==> config.mk <==
export PLATFORM = sky130hd
export DESIGN_NAME = dbg_bus_master_flat
export DESIGN_NICKNAME = d
export VERILOG_FILES = /design/src/rtl/dbg_bus_pkg.sv /design/src/rtl/dbg_bus_master_if.sv /design/src/rtl/dbg_bus_tx_serializer.sv /design/src/rtl/dbg_bus_master.sv /design/src/flat_wrapper.sv
export SDC_FILE = /design/constraint.sdc
export NUM_CORES = 1
export LEC_CHECK = 0
export CAP_MARGIN = 10
export CORE_AREA = 2 2 129 131
export CTS_CLUSTER_SIZE = 24
export DETAILED_ROUTE_END_ITERATION = 8
export DIE_AREA = 0 0 131 133
export PLACE_DENSITY = 0.79
export SLEW_MARGIN = 30
export SYNTH_ARGS = -nofsm -noshare
export SYNTH_HDL_FRONTEND = slang
export SYNTH_SLANG_ARGS = --single-unit
==> constraint.sdc <==
create_clock -name clk_100M -period 2.3 [get_ports clk_100M]
set_input_delay 0.46 -clock clk_100M [delete_from_list [all_inputs] [get_ports clk_100M]]
set_output_delay 0.46 -clock clk_100M [all_outputs]
set_load 0.02 [all_outputs]
==> src/rtl/dbg_bus_pkg.sv <==
// Shared constants and types for the debug bus master: opcodes,
// response bytes and the command FSM state encoding.
package dbg_bus_pkg;

   localparam logic [7:0] OP_WRITE   = 8'h57;  // 'W'
   localparam logic [7:0] OP_BEWRITE = 8'h42;  // 'B'
   localparam logic [7:0] OP_READ    = 8'h52;  // 'R'

   localparam logic [7:0] RSP_OK     = 8'h4B;  // 'K'
   localparam logic [7:0] RSP_ERR    = 8'h3F;  // '?'

   typedef enum logic [2:0] {
      ST_IDLE,
      ST_BE,
      ST_ADDR,
      ST_DATA,
      ST_STROBE,
      ST_WAIT,
      ST_SEND
   } state_t;

   // True for the three opcodes the master understands.
   function automatic logic op_known(input logic [7:0] op);
      return (op == OP_WRITE) || (op == OP_BEWRITE) || (op == OP_READ);
   endfunction

endpackage

==> src/rtl/dbg_bus_master_if.sv <==
// Host byte streams plus peripheral bus seen by the debug bus master.
// The master modport is the bus-master side; slave is the host/responder side.
interface dbg_bus_master_if;

   logic [7:0]  rx_data;
   logic        rx_valid;
   logic        rx_ready;
   logic [7:0]  tx_data;
   logic        tx_valid;
   logic        tx_ready;
   logic [31:0] bus_addr;
   logic [31:0] bus_wdata;
   logic [3:0]  bus_we;
   logic        bus_en;
   logic [31:0] bus_rdata;
   logic        busy;

   modport master (
      input  rx_data, rx_valid, tx_ready, bus_rdata,
      output rx_ready, tx_data, tx_valid, bus_addr, bus_wdata, bus_we, bus_en, busy
   );

   modport slave (
      output rx_data, rx_valid, tx_ready, bus_rdata,
      input  rx_ready, tx_data, tx_valid, bus_addr, bus_wdata, bus_we, bus_en, busy
   );

endinterface

==> src/rtl/dbg_bus_tx_serializer.sv <==
// Response serializer: loads a word and a byte count (1 or 4) and emits the
// bytes MSB-first over a valid/ready handshake. The current byte is always
// shift_reg[31:24], so tx_data is stable while the sink stalls.
module dbg_bus_tx_serializer (
   input  logic        clk_100M,
   input  logic        rst,
   input  logic        load,
   input  logic [31:0] load_word,
   input  logic [2:0]  load_cnt,
   input  logic        tx_ready,
   output logic [7:0]  tx_data,
   output logic        tx_valid,
   output logic        done
);

   logic [31:0] shift_reg;
   logic [2:0]  left_reg;
   logic        valid_reg;

   assign tx_data  = shift_reg[31:24];
   assign tx_valid = valid_reg;
   // Pulses on the handshake cycle that consumes the final byte.
   assign done     = valid_reg & tx_ready & (left_reg == 3'd1);

   // Load a new response, then advance one byte per accepted handshake.
   always_ff @(posedge clk_100M) begin
      if (rst) begin
         shift_reg <= '0;
         left_reg  <= '0;
         valid_reg <= 1'b0;
      end else if (load) begin
         shift_reg <= load_word;
         left_reg  <= load_cnt;
         valid_reg <= 1'b1;
      end else if (valid_reg && tx_ready) begin
         left_reg <= left_reg - 3'd1;
         if (left_reg == 3'd1) begin
            valid_reg <= 1'b0;
         end else begin
            shift_reg <= {shift_reg[23:0], 8'h00};
         end
      end
   end

endmodule

==> src/rtl/dbg_bus_master.sv <==
// Debug bus master: parses host commands from the UART receive byte stream,
// issues one 32-bit bus read or write, and returns the response bytes on the
// UART transmit stream. One command is in flight at a time.
module dbg_bus_master
   import dbg_bus_pkg::*;
#(
   parameter int RD_LAT  = 1,
   parameter int TIMEOUT = 1000000,
   parameter int TO_W    = 20
) (
   input  logic              clk_100M,
   input  logic              rst,
   dbg_bus_master_if.master  bif
);

   localparam logic [TO_W-1:0] TO_LAST   = TO_W'(TIMEOUT - 1);
   localparam logic [7:0]      WAIT_LAST = 8'(RD_LAT - 1);

   state_t          state_reg;
   logic [1:0]      byte_cnt_reg;
   logic [31:0]     field_reg;
   logic [31:0]     addr_reg;     // write address, parked until the data field completes
   logic [3:0]      be_reg;
   logic            is_read_reg;
   logic [TO_W-1:0] to_cnt_reg;
   logic [7:0]      wait_cnt_reg;
   logic [31:0]     bus_addr_reg;
   logic [31:0]     bus_wdata_reg;
   logic [3:0]      bus_we_reg;
   logic            bus_en_reg;

   logic            rx_ready;
   logic            rx_fire;
   logic            collecting;
   logic            last_byte;
   logic [31:0]     field_next;
   logic            ser_load;
   logic [31:0]     ser_word;
   logic [2:0]      ser_cnt;
   logic            ser_done;

   assign collecting = (state_reg == ST_BE) || (state_reg == ST_ADDR) || (state_reg == ST_DATA);
   assign rx_ready   = (state_reg == ST_IDLE) || collecting;
   assign rx_fire    = bif.rx_valid & rx_ready;
   assign last_byte  = (byte_cnt_reg == 2'd3);
   assign field_next = {field_reg[23:0], bif.rx_data};

   assign bif.rx_ready  = rx_ready;
   assign bif.bus_addr  = bus_addr_reg;
   assign bif.bus_wdata = bus_wdata_reg;
   assign bif.bus_we    = bus_we_reg;
   assign bif.bus_en    = bus_en_reg;
   assign bif.busy      = (state_reg != ST_IDLE);

   // Pick the response to hand the serializer on the cycle the FSM enters SEND.
   always_comb begin
      ser_load = 1'b0;
      ser_word = '0;
      ser_cnt  = 3'd1;
      case (state_reg)
         ST_IDLE: begin
            if (rx_fire && !op_known(bif.rx_data)) begin
               ser_load = 1'b1;
               ser_word = {RSP_ERR, 24'h0};
            end
         end
         ST_STROBE: begin
            if (!is_read_reg) begin
               ser_load = 1'b1;
               ser_word = {RSP_OK, 24'h0};
            end
         end
         ST_WAIT: begin
            if (wait_cnt_reg == WAIT_LAST) begin
               ser_load = 1'b1;
               ser_word = bif.bus_rdata;
               ser_cnt  = 3'd4;
            end
         end
         default: ;
      endcase
   end

   // Command FSM: opcode decode, field collection, bus strobe, read wait, send.
   always_ff @(posedge clk_100M) begin
      if (rst) begin
         state_reg     <= ST_IDLE;
         byte_cnt_reg  <= '0;
         field_reg     <= '0;
         addr_reg      <= '0;
         be_reg        <= '0;
         is_read_reg   <= 1'b0;
         to_cnt_reg    <= '0;
         wait_cnt_reg  <= '0;
         bus_addr_reg  <= '0;
         bus_wdata_reg <= '0;
         bus_we_reg    <= '0;
         bus_en_reg    <= 1'b0;
      end else begin
         // The strobe is one cycle wide; it is re-armed only on a transition into STROBE.
         bus_en_reg <= 1'b0;
         bus_we_reg <= '0;
         case (state_reg)
            ST_IDLE: begin
               if (rx_fire) begin
                  byte_cnt_reg <= '0;
                  case (bif.rx_data)
                     OP_WRITE: begin
                        is_read_reg <= 1'b0;
                        be_reg      <= 4'hF;
                        state_reg   <= ST_ADDR;
                     end
                     OP_BEWRITE: begin
                        is_read_reg <= 1'b0;
                        state_reg   <= ST_BE;
                     end
                     OP_READ: begin
                        is_read_reg <= 1'b1;
                        be_reg      <= 4'h0;
                        state_reg   <= ST_ADDR;
                     end
                     default: state_reg <= ST_SEND;
                  endcase
               end
            end
            ST_BE: begin
               if (rx_fire) begin
                  be_reg    <= bif.rx_data[3:0];
                  state_reg <= ST_ADDR;
               end
            end
            ST_ADDR: begin
               if (rx_fire) begin
                  field_reg    <= field_next;
                  byte_cnt_reg <= byte_cnt_reg + 2'd1;
                  if (last_byte && is_read_reg) begin
                     bus_addr_reg <= field_next;
                     bus_en_reg   <= 1'b1;
                     state_reg    <= ST_STROBE;
                  end else if (last_byte) begin
                     addr_reg  <= field_next;
                     state_reg <= ST_DATA;
                  end
               end
            end
            ST_DATA: begin
               if (rx_fire) begin
                  field_reg    <= field_next;
                  byte_cnt_reg <= byte_cnt_reg + 2'd1;
                  if (last_byte) begin
                     bus_addr_reg  <= addr_reg;
                     bus_wdata_reg <= field_next;
                     bus_we_reg    <= be_reg;
                     bus_en_reg    <= 1'b1;
                     state_reg     <= ST_STROBE;
                  end
               end
            end
            ST_STROBE: begin
               wait_cnt_reg <= '0;
               state_reg    <= is_read_reg ? ST_WAIT : ST_SEND;
            end
            ST_WAIT: begin
               if (wait_cnt_reg == WAIT_LAST) begin
                  state_reg <= ST_SEND;
               end else begin
                  wait_cnt_reg <= wait_cnt_reg + 8'd1;
               end
            end
            ST_SEND: begin
               if (ser_done) begin
                  state_reg <= ST_IDLE;
               end
            end
            default: state_reg <= ST_IDLE;
         endcase

         // Inter-byte timeout: a stalled host abandons the half-received command.
         if (collecting) begin
            if (rx_fire) begin
               to_cnt_reg <= '0;
            end else if (to_cnt_reg == TO_LAST) begin
               to_cnt_reg   <= '0;
               byte_cnt_reg <= '0;
               state_reg    <= ST_IDLE;
            end else begin
               to_cnt_reg <= to_cnt_reg + 1'b1;
            end
         end else begin
            to_cnt_reg <= '0;
         end
      end
   end

   dbg_bus_tx_serializer u_tx_ser (
      .clk_100M  (clk_100M),
      .rst       (rst),
      .load      (ser_load),
      .load_word (ser_word),
      .load_cnt  (ser_cnt),
      .tx_ready  (bif.tx_ready),
      .tx_data   (bif.tx_data),
      .tx_valid  (bif.tx_valid),
      .done      (ser_done)
   );

endmodule

==> src/flat_wrapper.sv <==
// flat-port wrapper written by rule: the top's interface ports become plain ports
module dbg_bus_master_flat import dbg_bus_pkg::*;
#(
   parameter int RD_LAT  = 1,
   parameter int TIMEOUT = 1000000,
   parameter int TO_W    = 20
)
  (clk_100M, rst, bif_rx_data, bif_rx_valid, bif_tx_ready, bif_bus_rdata, bif_rx_ready, bif_tx_data, bif_tx_valid, bif_bus_addr, bif_bus_wdata, bif_bus_we, bif_bus_en, bif_busy);
  dbg_bus_master_if bif_i ();
  input  logic clk_100M;
  input  logic rst;
  input wire logic [$bits(bif_i.rx_data)-1:0] bif_rx_data;
  input wire logic [$bits(bif_i.rx_valid)-1:0] bif_rx_valid;
  input wire logic [$bits(bif_i.tx_ready)-1:0] bif_tx_ready;
  input wire logic [$bits(bif_i.bus_rdata)-1:0] bif_bus_rdata;
  output wire logic [$bits(bif_i.rx_ready)-1:0] bif_rx_ready;
  output wire logic [$bits(bif_i.tx_data)-1:0] bif_tx_data;
  output wire logic [$bits(bif_i.tx_valid)-1:0] bif_tx_valid;
  output wire logic [$bits(bif_i.bus_addr)-1:0] bif_bus_addr;
  output wire logic [$bits(bif_i.bus_wdata)-1:0] bif_bus_wdata;
  output wire logic [$bits(bif_i.bus_we)-1:0] bif_bus_we;
  output wire logic [$bits(bif_i.bus_en)-1:0] bif_bus_en;
  output wire logic [$bits(bif_i.busy)-1:0] bif_busy;
  assign bif_i.rx_data = bif_rx_data;
  assign bif_i.rx_valid = bif_rx_valid;
  assign bif_i.tx_ready = bif_tx_ready;
  assign bif_i.bus_rdata = bif_bus_rdata;
  assign bif_rx_ready = bif_i.rx_ready;
  assign bif_tx_data = bif_i.tx_data;
  assign bif_tx_valid = bif_i.tx_valid;
  assign bif_bus_addr = bif_i.bus_addr;
  assign bif_bus_wdata = bif_i.bus_wdata;
  assign bif_bus_we = bif_i.bus_we;
  assign bif_bus_en = bif_i.bus_en;
  assign bif_busy = bif_i.busy;
  dbg_bus_master #(.RD_LAT(RD_LAT), .TIMEOUT(TIMEOUT), .TO_W(TO_W)) u_core (.clk_100M(clk_100M), .rst(rst), .bif(bif_i));
endmodule
==> metrics.md <==
| Metric | Value |
|---|---|
| Status | `complete, no violations` |
| Cells after Synth | `1050` |
| R2r setup slk | `0.16 ns` |
| Routed met1 length | `9709 µm` |
| Post-Synth Adder-Cell Area | `1.023%` |
| CP startpoint | `u_core.state_reg[1]$_SDFF_PP0_` |
| Worst R2R Start | `u_core.wait_cnt_reg[0]$_SDFFE_PP0P_` |
| Antenna-violating nets left | `0` |
| Root Driver | `clkbuf_16` |
| Placed cells | `1349` |
| Clock transition at the registers of the reported paths | `0.07 ns` |
| Syn_area_per_cell | `8.157 µm²` |
| XOR/XNOR share of the synthesized area | `1.329%` |
| Post-route design area | `10830 µm²` |
| Hold-fix buffers at CTS | `0` |
| Cell area after synthesis | `8564 µm²` |
| H-tree Lvls | `4` |
| Post-route clock skew | `0.006498 ns` |
| Async SR Flop Fraction | `0%` |
| Total congestion overflow | `0` |
| Tmin final | `2.184 ns` |
| LEAKAGE | `0.003461 µW` |
| Worst slack, placed | `-0.1514 ns` |
| Skew-Pair Late Insertion Delay | `0.43 ns` |
| Die height | `133 µm` |
| First-pass GRT wire length | `36180 µm` |
| All-Layer GR Usage | `25.90%` |
| Initial Util | `52.96%` |
| Die Span X | `131 µm` |
| Main combinational cell family by area after synthesis | `simple AND/OR/NAND/NOR gates` |
| CTS max path bufs | `2` |
| Final hold vios | `0` |
| Met2 WL post-DR | `10880 µm` |
| Fin cells | `1381` |
| Pin count of the biggest net entering global routing | `85` |
| Post-synth EDFFs | `0` |
| # setup viols final | `0` |
| Synth unique cells | `59` |
| Critical path's slowest cell | `clkdlybuf4s50_1` |
| Routed vias | `8023` |
| Post-synthesis compound-gate area fraction | `21.12%` |
| Power per cell area | `682.8 nW/µm²` |
| Critical path class | `reg2out` |
| Max-slew violation count | `0` |
| Post-Synth Simple-Gate Area | `22.98%` |
| Synth Warn # | `0` |
| Crit path cell chain | `buf_4 -> nor2_4 -> nand2_1 -> clkdlybuf4s50_1` |
| Post-route clock period utilization | `94.95%` |
| Layout cells sized above 1 | `9.475%` |
| Final GP Congestion | `0.8491` |
| Core Box Area | `16170 µm²` |
| Wirelength per Cell | `16.37 µm` |
| Vias in the first global route | `7192` |
| Antenna violations before repair | `0` |
| Drt pass-1 iters | `5` |
| Worst Path Max Fanout | `15` |
| Mapped Nets | `1101` |
| Critical Path End Type | `output pin` |
| Area Growth Syn to Fin | `26.50%` |
| Arrival time at the worst endpoint | `1.72 ns` |
| Post-DP Area | `10230 µm²` |
| WL met3 | `1512 µm` |
| CP startpoint kind | `flop` |
| Final WS setup | `0.1161 ns` |
| Max Clk Rate | `457.9 MHz` |
| Dominant synthesized flop cell | `dfxtp_1` |
| Row count | `47` |
| Die area | `17420 µm²` |
| FILL cells | `1385` |
| Uppermost routed layer | `met4` |
| RSZ-0062 raised after global routing | `false` |
| Remaining DRCs | `0` |
| Hold path start | `rst` |
| First-iteration detailed-routing DRC count | `683` |
| VDD IR max | `500.2 µV` |
| Yosys reg bits | `199` |
| Max-cap viol count | `0` |
| Slew HR | `65.26%` |
| Fin nets | `1199` |
| Num CTS Buffers | `17` |
| Seq/Total Area, Yosys | `46.52%` |
| CP Buf/Inv Count | `2` |
| Vias per inst | `5.810` |
| Top delay family on crit path | `buffers and inverters` |
| Ports | `124` |
| Ant diodes | `0` |
| IO Port Bufs | `123` |
| Hold Crit Class | `in2reg` |
| Dpl hpwl | `14980 µm` |
| Post-Route WL | `22610 µm` |
| Post-CTS Setup Repair Bufs | `0` |
| Worst Tran Pin Value | `0.5200 ns` |
| CTS tree | `yes` |
| Critical path's largest stage delay | `0.59 ns` |
| CTS Sinks | `199` |
| WP data required | `1.84 ns` |
| Multiplexer area fraction after synthesis | `0.7012%` |
[logic make-up after synthesis]
kind of cell	count (synthesis)
xor gates and xnor gates	13
and+or+nand+nor	440
muxes	6
DFF	199
AOI/OAI and AO/OA	254
adders and majority gates	7
buffers and inverters	131
[layout by cell type (no fill, tap or decap), types with 3 or more instances in the layout]
master,n
nand2_1,260
ha_1,7
nand4_1,9
a21oi_1,114
mux2i_1,6
clkbuf_8,3
or4_1,8
nand3_1,48
a221oi_2,10
a311oi_1,35
clkdlybuf4s50_1,122
xnor2_1,3
and2_1,3
dfxtp_1,197
and3_1,6
or3_1,9
inv_1,35
buf_4,40
a211oi_1,5
o21ai_0,12
nor2b_1,4
inv_6,3
nor3_1,7
o221ai_1,22
o32ai_1,3
nor2_1,58
a31oi_1,3
o41ai_1,3
nand2b_1,3
xor2_1,10
clkinv_4,3
a2111oi_0,3
a221oi_1,8
clkbuf_16,17
a41oi_1,4
o2111ai_1,11
o31ai_1,9
and4_1,4
buf_12,13
[routing by layer]
metal | vias up | global-route usage, %
met5 | - | 0
met4 | 0 | 9.752
met2 | 267 | 40.39
li1 | 3899 | -
met1 | 3814 | 35.00
met3 | 43 | 5.742
[where the power goes]
part	internal [µW]	switching, µW	leakage, µW	total (µW)
clock network	1600	1330	0.000283	2930
registers	3530	66.6	0.00161	3600
logic	387	483	0.00157	870
total	5520	1870	0.00346	7400
[through the flow]
stage | power (µW) | hold WS [ns] | utilization (%) | TNS (ns)
2_1_floorplan | 4199 | 0.4175 | - | 0
3_5_place_dp | 4534 | 0.4456 | 63.27 | -2.439
6_report | 7397 | 0.2772 | 66.99 | 0
4_1_cts | 7430 | 0.2638 | 66.90 | 0
5_1_grt | 7657 | 0.2726 | 66.99 | 0
3_3_place_gp | 4508 | 0.4417 | 63.27 | -1.486
[path summary, 6_finish.rpt]
check | end | cells after the start
min reg2reg | u_core.bif.bus_wdata[29]$_SDFFE_PP0P_ | 2
min | u_core.wait_cnt_reg[1]$_SDFFE_PP0P_ | 2
max reg2reg | u_core.u_tx_ser.shift_reg[8]$_SDFFE_PP0P_ | 7
max | bif_busy | 4
[cell type report]
cell class / instances / area [µm²] / share of cell area, %
Multi-Input combinational cell: 720 / 4075 / 37.61
Timing Repair Buffer: 175 / 1782 / 16.45
Clock inverter: 11 / 113.9 / 1.051
Clock buffer: 21 / 470.5 / 4.342
Inverter: 35 / 131.4 / 1.213
Sequential cell: 199 / 3986 / 36.79
Tap cell: 220 / 275.3 / 2.541
[cells in the mapped netlist, types with 6 or more instances]
master / n / area share [%]
nand3_1: 48 / 2.8
nand4_1: 9 / 0.66
o21ai_0: 12 / 0.70
ha_1: 7 / 1.0
buf_4: 8 / 0.70
inv_1: 35 / 1.5
xor2_1: 10 / 1.0
a311oi_1: 35 / 3.6
o221ai_1: 22 / 2.2
buf_2: 10 / 0.58
nor2_1: 59 / 2.6
dfxtp_1: 199 / 47
or4_1: 8 / 0.70
a221oi_2: 10 / 1.8
nand2_1: 260 / 11
a221oi_1: 8 / 0.82
clkbuf_1: 75 / 3.3
o2111ai_1: 11 / 1.1
o31ai_1: 9 / 0.79
a21oi_1: 114 / 6.7
and3_1: 6 / 0.44
or3_1: 9 / 0.66
mux2i_1: 6 / 0.70
nor3_1: 9 / 0.53
[repair_timing]
action	CTS	global route
gates cloned	0	0
gates resized for setup	2	3
endpoints found under the setup margin	1	14
Power figures use the tool's default switching activity.
